## src/rtl/uart_pkg.sv

```systemverilog
// Shared UART constants, state encoding and parity helper for the TX/RX pair.
package uart_pkg;

  localparam int unsigned UART_DATA_BITS   = 8;
  localparam logic        UART_START_BIT   = 1'b0;
  localparam logic        UART_STOP_BIT    = 1'b1;
  localparam logic        UART_PARITY_EVEN = 1'b1;

  typedef enum logic [2:0] {
    IDLE,
    START,
    DATA,
    PARITY,
    STOP,
    WAIT_IDLE
  } uart_state_t;

  // Parity bit the sender is expected to place after the data bits.
  function automatic logic calc_parity(input logic [UART_DATA_BITS-1:0] data);
    return (^data) ^ ~UART_PARITY_EVEN;
  endfunction

endpackage

```

## src/rtl/uart_sipo.sv

```systemverilog
// Serial-in parallel-out shifter; bits arrive LSB first and enter at the MSB end.
module uart_sipo
  import uart_pkg::*;
(
  input  logic                      clk,
  input  logic                      reset,
  input  logic                      shift,
  input  logic                      bit_in,
  output logic [UART_DATA_BITS-1:0] data
);

  // Shift one serial bit in per strobe.
  always_ff @(posedge clk or negedge reset) begin
    if (!reset) begin
      data <= '0;
    end else if (shift) begin
      data <= {bit_in, data[UART_DATA_BITS-1:1]};
    end
  end

endmodule

```

## src/rtl/uart_receiver.sv

```systemverilog
// UART receiver: start, 8 data bits LSB first, even parity, stop; flags parity/framing errors.
module uart_receiver
  import uart_pkg::*;
#(
  parameter int unsigned CLKS_PER_BIT = 1
) (
  input  logic                      clk,
  input  logic                      reset,
  input  logic                      rx_in,
  output logic [UART_DATA_BITS-1:0] data_out,
  output logic                      rx_valid,
  output logic                      parity_err,
  output logic                      frame_err,
  output logic                      rx_busy
);

  localparam int unsigned CNT_W     = (CLKS_PER_BIT > 1) ? $clog2(CLKS_PER_BIT) : 1;
  localparam int unsigned HALF      = (CLKS_PER_BIT - 1) / 2;
  localparam logic [CNT_W-1:0] CNT_LAST  = CNT_W'(CLKS_PER_BIT - 1);
  localparam logic [CNT_W-1:0] HALF_LAST = CNT_W'((HALF > 0) ? HALF - 1 : 0);
  localparam logic [2:0]       BIT_LAST  = 3'(UART_DATA_BITS - 1);

  uart_state_t                state;
  logic [CNT_W-1:0]           cnt;
  logic [2:0]                 bit_cnt;
  logic                       par_err_r;
  logic [UART_DATA_BITS-1:0]  sipo_data;
  logic                       tick_c;
  logic                       shift_c;

  // Sample point: the bit-interval counter is about to wrap.
  assign tick_c  = (cnt == CNT_LAST);
  assign shift_c = (state == DATA) && tick_c;

  uart_sipo u_sipo (
    .clk    (clk),
    .reset  (reset),
    .shift  (shift_c),
    .bit_in (rx_in),
    .data   (sipo_data)
  );

  // Frame sequencing with registered outputs.
  always_ff @(posedge clk or negedge reset) begin
    if (!reset) begin
      state      <= IDLE;
      cnt        <= '0;
      bit_cnt    <= '0;
      par_err_r  <= 1'b0;
      data_out   <= '0;
      rx_valid   <= 1'b0;
      parity_err <= 1'b0;
      frame_err  <= 1'b0;
      rx_busy    <= 1'b0;
    end else begin
      rx_valid <= 1'b0;
      case (state)
        IDLE: begin
          cnt     <= '0;
          bit_cnt <= '0;
          if (rx_in == UART_START_BIT) begin
            rx_busy <= 1'b1;
            // With no half-bit offset the detection edge is already mid-bit.
            state   <= (HALF == 0) ? DATA : START;
          end
        end
        START: begin
          if (cnt == HALF_LAST) begin
            cnt <= '0;
            if (rx_in == UART_START_BIT) begin
              state <= DATA;
            end else begin
              state   <= IDLE;
              rx_busy <= 1'b0;
            end
          end else begin
            cnt <= cnt + CNT_W'(1);
          end
        end
        DATA: begin
          if (tick_c) begin
            cnt     <= '0;
            bit_cnt <= bit_cnt + 3'd1;
            if (bit_cnt == BIT_LAST) begin
              state <= PARITY;
            end
          end else begin
            cnt <= cnt + CNT_W'(1);
          end
        end
        PARITY: begin
          if (tick_c) begin
            cnt       <= '0;
            par_err_r <= rx_in ^ calc_parity(sipo_data);
            state     <= STOP;
          end else begin
            cnt <= cnt + CNT_W'(1);
          end
        end
        STOP: begin
          if (tick_c) begin
            cnt        <= '0;
            data_out   <= sipo_data;
            parity_err <= par_err_r;
            frame_err  <= (rx_in != UART_STOP_BIT);
            rx_valid   <= 1'b1;
            if (rx_in == UART_STOP_BIT) begin
              state   <= IDLE;
              rx_busy <= 1'b0;
            end else begin
              state <= WAIT_IDLE;
            end
          end else begin
            cnt <= cnt + CNT_W'(1);
          end
        end
        WAIT_IDLE: begin
          // Hold off until the line returns high so a break is not read as start bits.
          cnt <= '0;
          if (rx_in == UART_STOP_BIT) begin
            state   <= IDLE;
            rx_busy <= 1'b0;
          end
        end
        default: begin
          state   <= IDLE;
          rx_busy <= 1'b0;
        end
      endcase
    end
  end

endmodule

```

## config.mk

```make
export PLATFORM = sky130hd
export DESIGN_NAME = uart_receiver
export DESIGN_NICKNAME = d
export VERILOG_FILES = /design/src/rtl/uart_pkg.sv /design/src/rtl/uart_sipo.sv /design/src/rtl/uart_receiver.sv
export SDC_FILE = /design/constraint.sdc
export NUM_CORES = 1
export LEC_CHECK = 0
export CELL_PAD_IN_SITES_DETAIL_PLACEMENT = 0
export CELL_PAD_IN_SITES_GLOBAL_PLACEMENT = 2
export CORE_UTILIZATION = 39
export DETAILED_ROUTE_END_ITERATION = 10
export PLACE_DENSITY = 0.83
export SLEW_MARGIN = 40
export SYNTH_ARGS = -nofsm -noshare
export SYNTH_HDL_FRONTEND = slang
export SYNTH_SLANG_ARGS = --single-unit
```

## constraint.sdc

```tcl
create_clock -name clk -period 2.4 [get_ports clk]
set_input_delay 0.6 -clock clk [delete_from_list [all_inputs] [get_ports clk]]
set_output_delay 0.6 -clock clk [all_outputs]
set_load 0.01 [all_outputs]
```

==> impl_metrics.env <==
export IMPL_status="finished, final reports clean"
export IMPL_avgViaCountPerCell=5.04
export IMPL_place_gp_congestion=0.720
export IMPL_worst_pin_slew_ps=483
export IMPL_crit_buf_inv=1
export IMPL_numCtsBuffers=3
export IMPL_arrival_ps=1270
export IMPL_io_pins=15
export IMPL_ir_drop_uv=702
export IMPL_dieArea_um2=3180
export IMPL_syn_mean_instance_area_um2=13.6
export IMPL_slew_violations=0
export IMPL_path_cells="clkdlybuf4s50_1"
export IMPL_synth_mux_area_frac=0.174
export IMPL_synth_seq_area_share=0.585
export IMPL_die_h_um=56.4
export IMPL_cts_root_buffer="clkbuf_4"
export IMPL_finalSetupViolCount=0
export IMPL_post_cts_buffers=0
export IMPL_diodes=0
export IMPL_layout_common_cells="27 x dfrtp_1, 17 x mux2_2, 14 x clkdlybuf4s50_1, 9 x nand2_1"
export IMPL_hp_start="par_err_r"
export IMPL_yosys_area_share_simple=0.0932
export IMPL_worstSetupEndpointType="output port"
export IMPL_critPathMaxFanout=4
export IMPL_fin_setup_tns_ps=0
export IMPL_setup_worst_path_start="rx_busy"
export IMPL_critPathKind="reg -> out"
export IMPL_synthToLayoutAreaGrowth_pct=17.0
export IMPL_dpl_hpwl_um=1160
export IMPL_r2r_start="state[1]"
export IMPL_fin_crit_sh=0.779
export IMPL_fin_total_pwr_mw=1.73
export IMPL_max_stage_delay_ps=550
export IMPL_drtPass1Iterations=3
export IMPL_drc=0
export IMPL_synth_xor_area_share=0.0650
export IMPL_clkLatencyLatePin_ps=310
export IMPL_vias=665
export IMPL_grt_pass1_vias=677
export IMPL_synth_area_um2=1150
export IMPL_final_setup_skew_ps=2.55
export IMPL_drt_iter0_drc=10
export IMPL_core_area_um2=2780
export IMPL_period_needed_ps=1870
export IMPL_max_clock_path_buffers=2
export IMPL_cts_max_level=1
export IMPL_yosys_warnings=0
export IMPL_drv_cap=0
export IMPL_start_kind="flip-flop"
export IMPL_critPathTopFamily="buffers and inverters"
export IMPL_rows=19
export IMPL_antenna_found_initial=0
export IMPL_postRouteAntennaNets=0
export IMPL_ys_types=21
export IMPL_finalWirelength_um=1680
export IMPL_grt_start_max_net_pins=28
export IMPL_multiInputGateArea_um2=450
export IMPL_drive_gt1_frac=0.248
export IMPL_netlist_instances=85
export IMPL_p_per_area_nw_per_um2=1280
export IMPL_num_nets_final=107
export IMPL_synthAdderAreaFrac=0.0217
export IMPL_grt_pass1_wl_um=3180
export IMPL_gr_total_overflow=0
export IMPL_cts_sinks=27
export IMPL_ys_ff_latch=27
export IMPL_track_usage=0.132
export IMPL_synth_nets=90
export IMPL_synth_compound_area_share=0.0358
export IMPL_numPortBuffers=14
export IMPL_critical_path_required_ps=1800
export IMPL_regArea_um2=676
export IMPL_cts_clk_slew_worst_paths_ps=130
export IMPL_crit_slowest_cell="clkdlybuf4s50_1"
export IMPL_fill_cells=263
export IMPL_max_slew_margin=0.678
export IMPL_power_leakage_nw=0.616
export IMPL_initial_core_util=0.415
export IMPL_max_freq_mhz=535
export IMPL_fin_util=0.486
export IMPL_hold_class="reg -> reg"
export IMPL_wl_per_cell_um=12.7
export IMPL_hold_viol_final=0
export IMPL_cts_resized_gates=0
export IMPL_final_common_cell="dfrtp_1"
export IMPL_ctsHoldBuffers=0
export IMPL_die_w_um=56.4
export IMPL_rsz0062_at_grt="false"
export IMPL_cts_tree="done"
export IMPL_synth_top_family_by_area="multiplexers"
-- cell families after synthesis --
kind of cell / count (synthesis)
fa+ha+maj: 2
buf+inv: 5
simple gates: 19
mux: 18
flops: 27
xor+xnor: 7
compound gates: 7
-- layout make-up --
cell class / instances / area share
sequential: 27 / 0.500
timing repair buffer: 16 / 0.115
inverter: 1 / 0.00278
tap: 31 / 0.0287
clock buffer: 3 / 0.0167
multi-input combinational: 53 / 0.333
clock inverter: 1 / 0.00370
-- registers in the layout (all words and copies together) (netlist names) --
signal and count:
data_out 8, frame_err 1, par_err_r 1, bit_cnt 3, parity_err 1, rx_valid 1
state 3, u_sipo.data 8, rx_busy 1
-- path summary, 6_finish.rpt --
check	endpoint	slack (ps)	depth (start not counted)
worst min-delay path	par_err_r	510	2
max in group asynchronous	u_sipo.data[6]	1510	2
worst max register to register	u_sipo.data[0]	850	2
worst max-delay path	rx_busy	530	1
min in group asynchronous	bit_cnt[0]	640	2
worst min register to register	par_err_r	510	2
-- tightest hold or removal path: cells and delay by family (launching register included) --
kind / cells / cell delay [ps]
simple gates: 1 / 50
flops: 1 / 380
compound gates: 1 / 60
-- where the power goes --
part / switching, mW / internal (mW) / leakage (nW)
logic: 0.259 / 0.484 / 0.265
registers: 0.161 / 0.634 / 0.333
clock network: 0.125 / 0.0623 / 0.0177
total: 0.545 / 1.18 / 0.616
-- per-stage QoR --
step,instance area (µm²),std cells,hold WS (ps),setup WS [ps]
global route,1350,132,547,443
floorplan,1150,85,304,1050
finish,1350,132,515,530
detailed placement,1320,128,489,662
global placement,1320,128,484,687
CTS,1350,132,520,511
-- layer usage --
metal | track usage | part of all wire | vias up
met4 | 0.0627 | 0.015 | 0
met1 | 0.172 | 0.49 | 327
met3 | 0.0276 | 0.030 | 4
li1 | - | - | 324
met2 | 0.209 | 0.47 | 10
met5 | 0 | 0 | -
-- Yosys cell counts --
library cell	instances	area [µm²]
ha_1	2	25.0
xor2_1	2	17.5
buf_2	2	10.0
nor2_1	3	11.3
inv_1	1	3.75
a211oi_1	1	7.51
mux2i_1	1	10.0
mux2_2	17	191
o21ai_0	4	20.0
nand2_1	9	33.8
nor2b_1	1	6.26
nand3_1	2	10.0
xnor2_1	4	35.0
buf_4	2	15.0
nor3b_4	1	18.8
xnor3_1	1	22.5
dfrtp_1	27	676
a2bb2oi_1	1	8.76
nand3b_1	2	15.0
nor3b_2	1	12.5
o21ai_1	1	5.00
(Power assumes the default switching activity.)
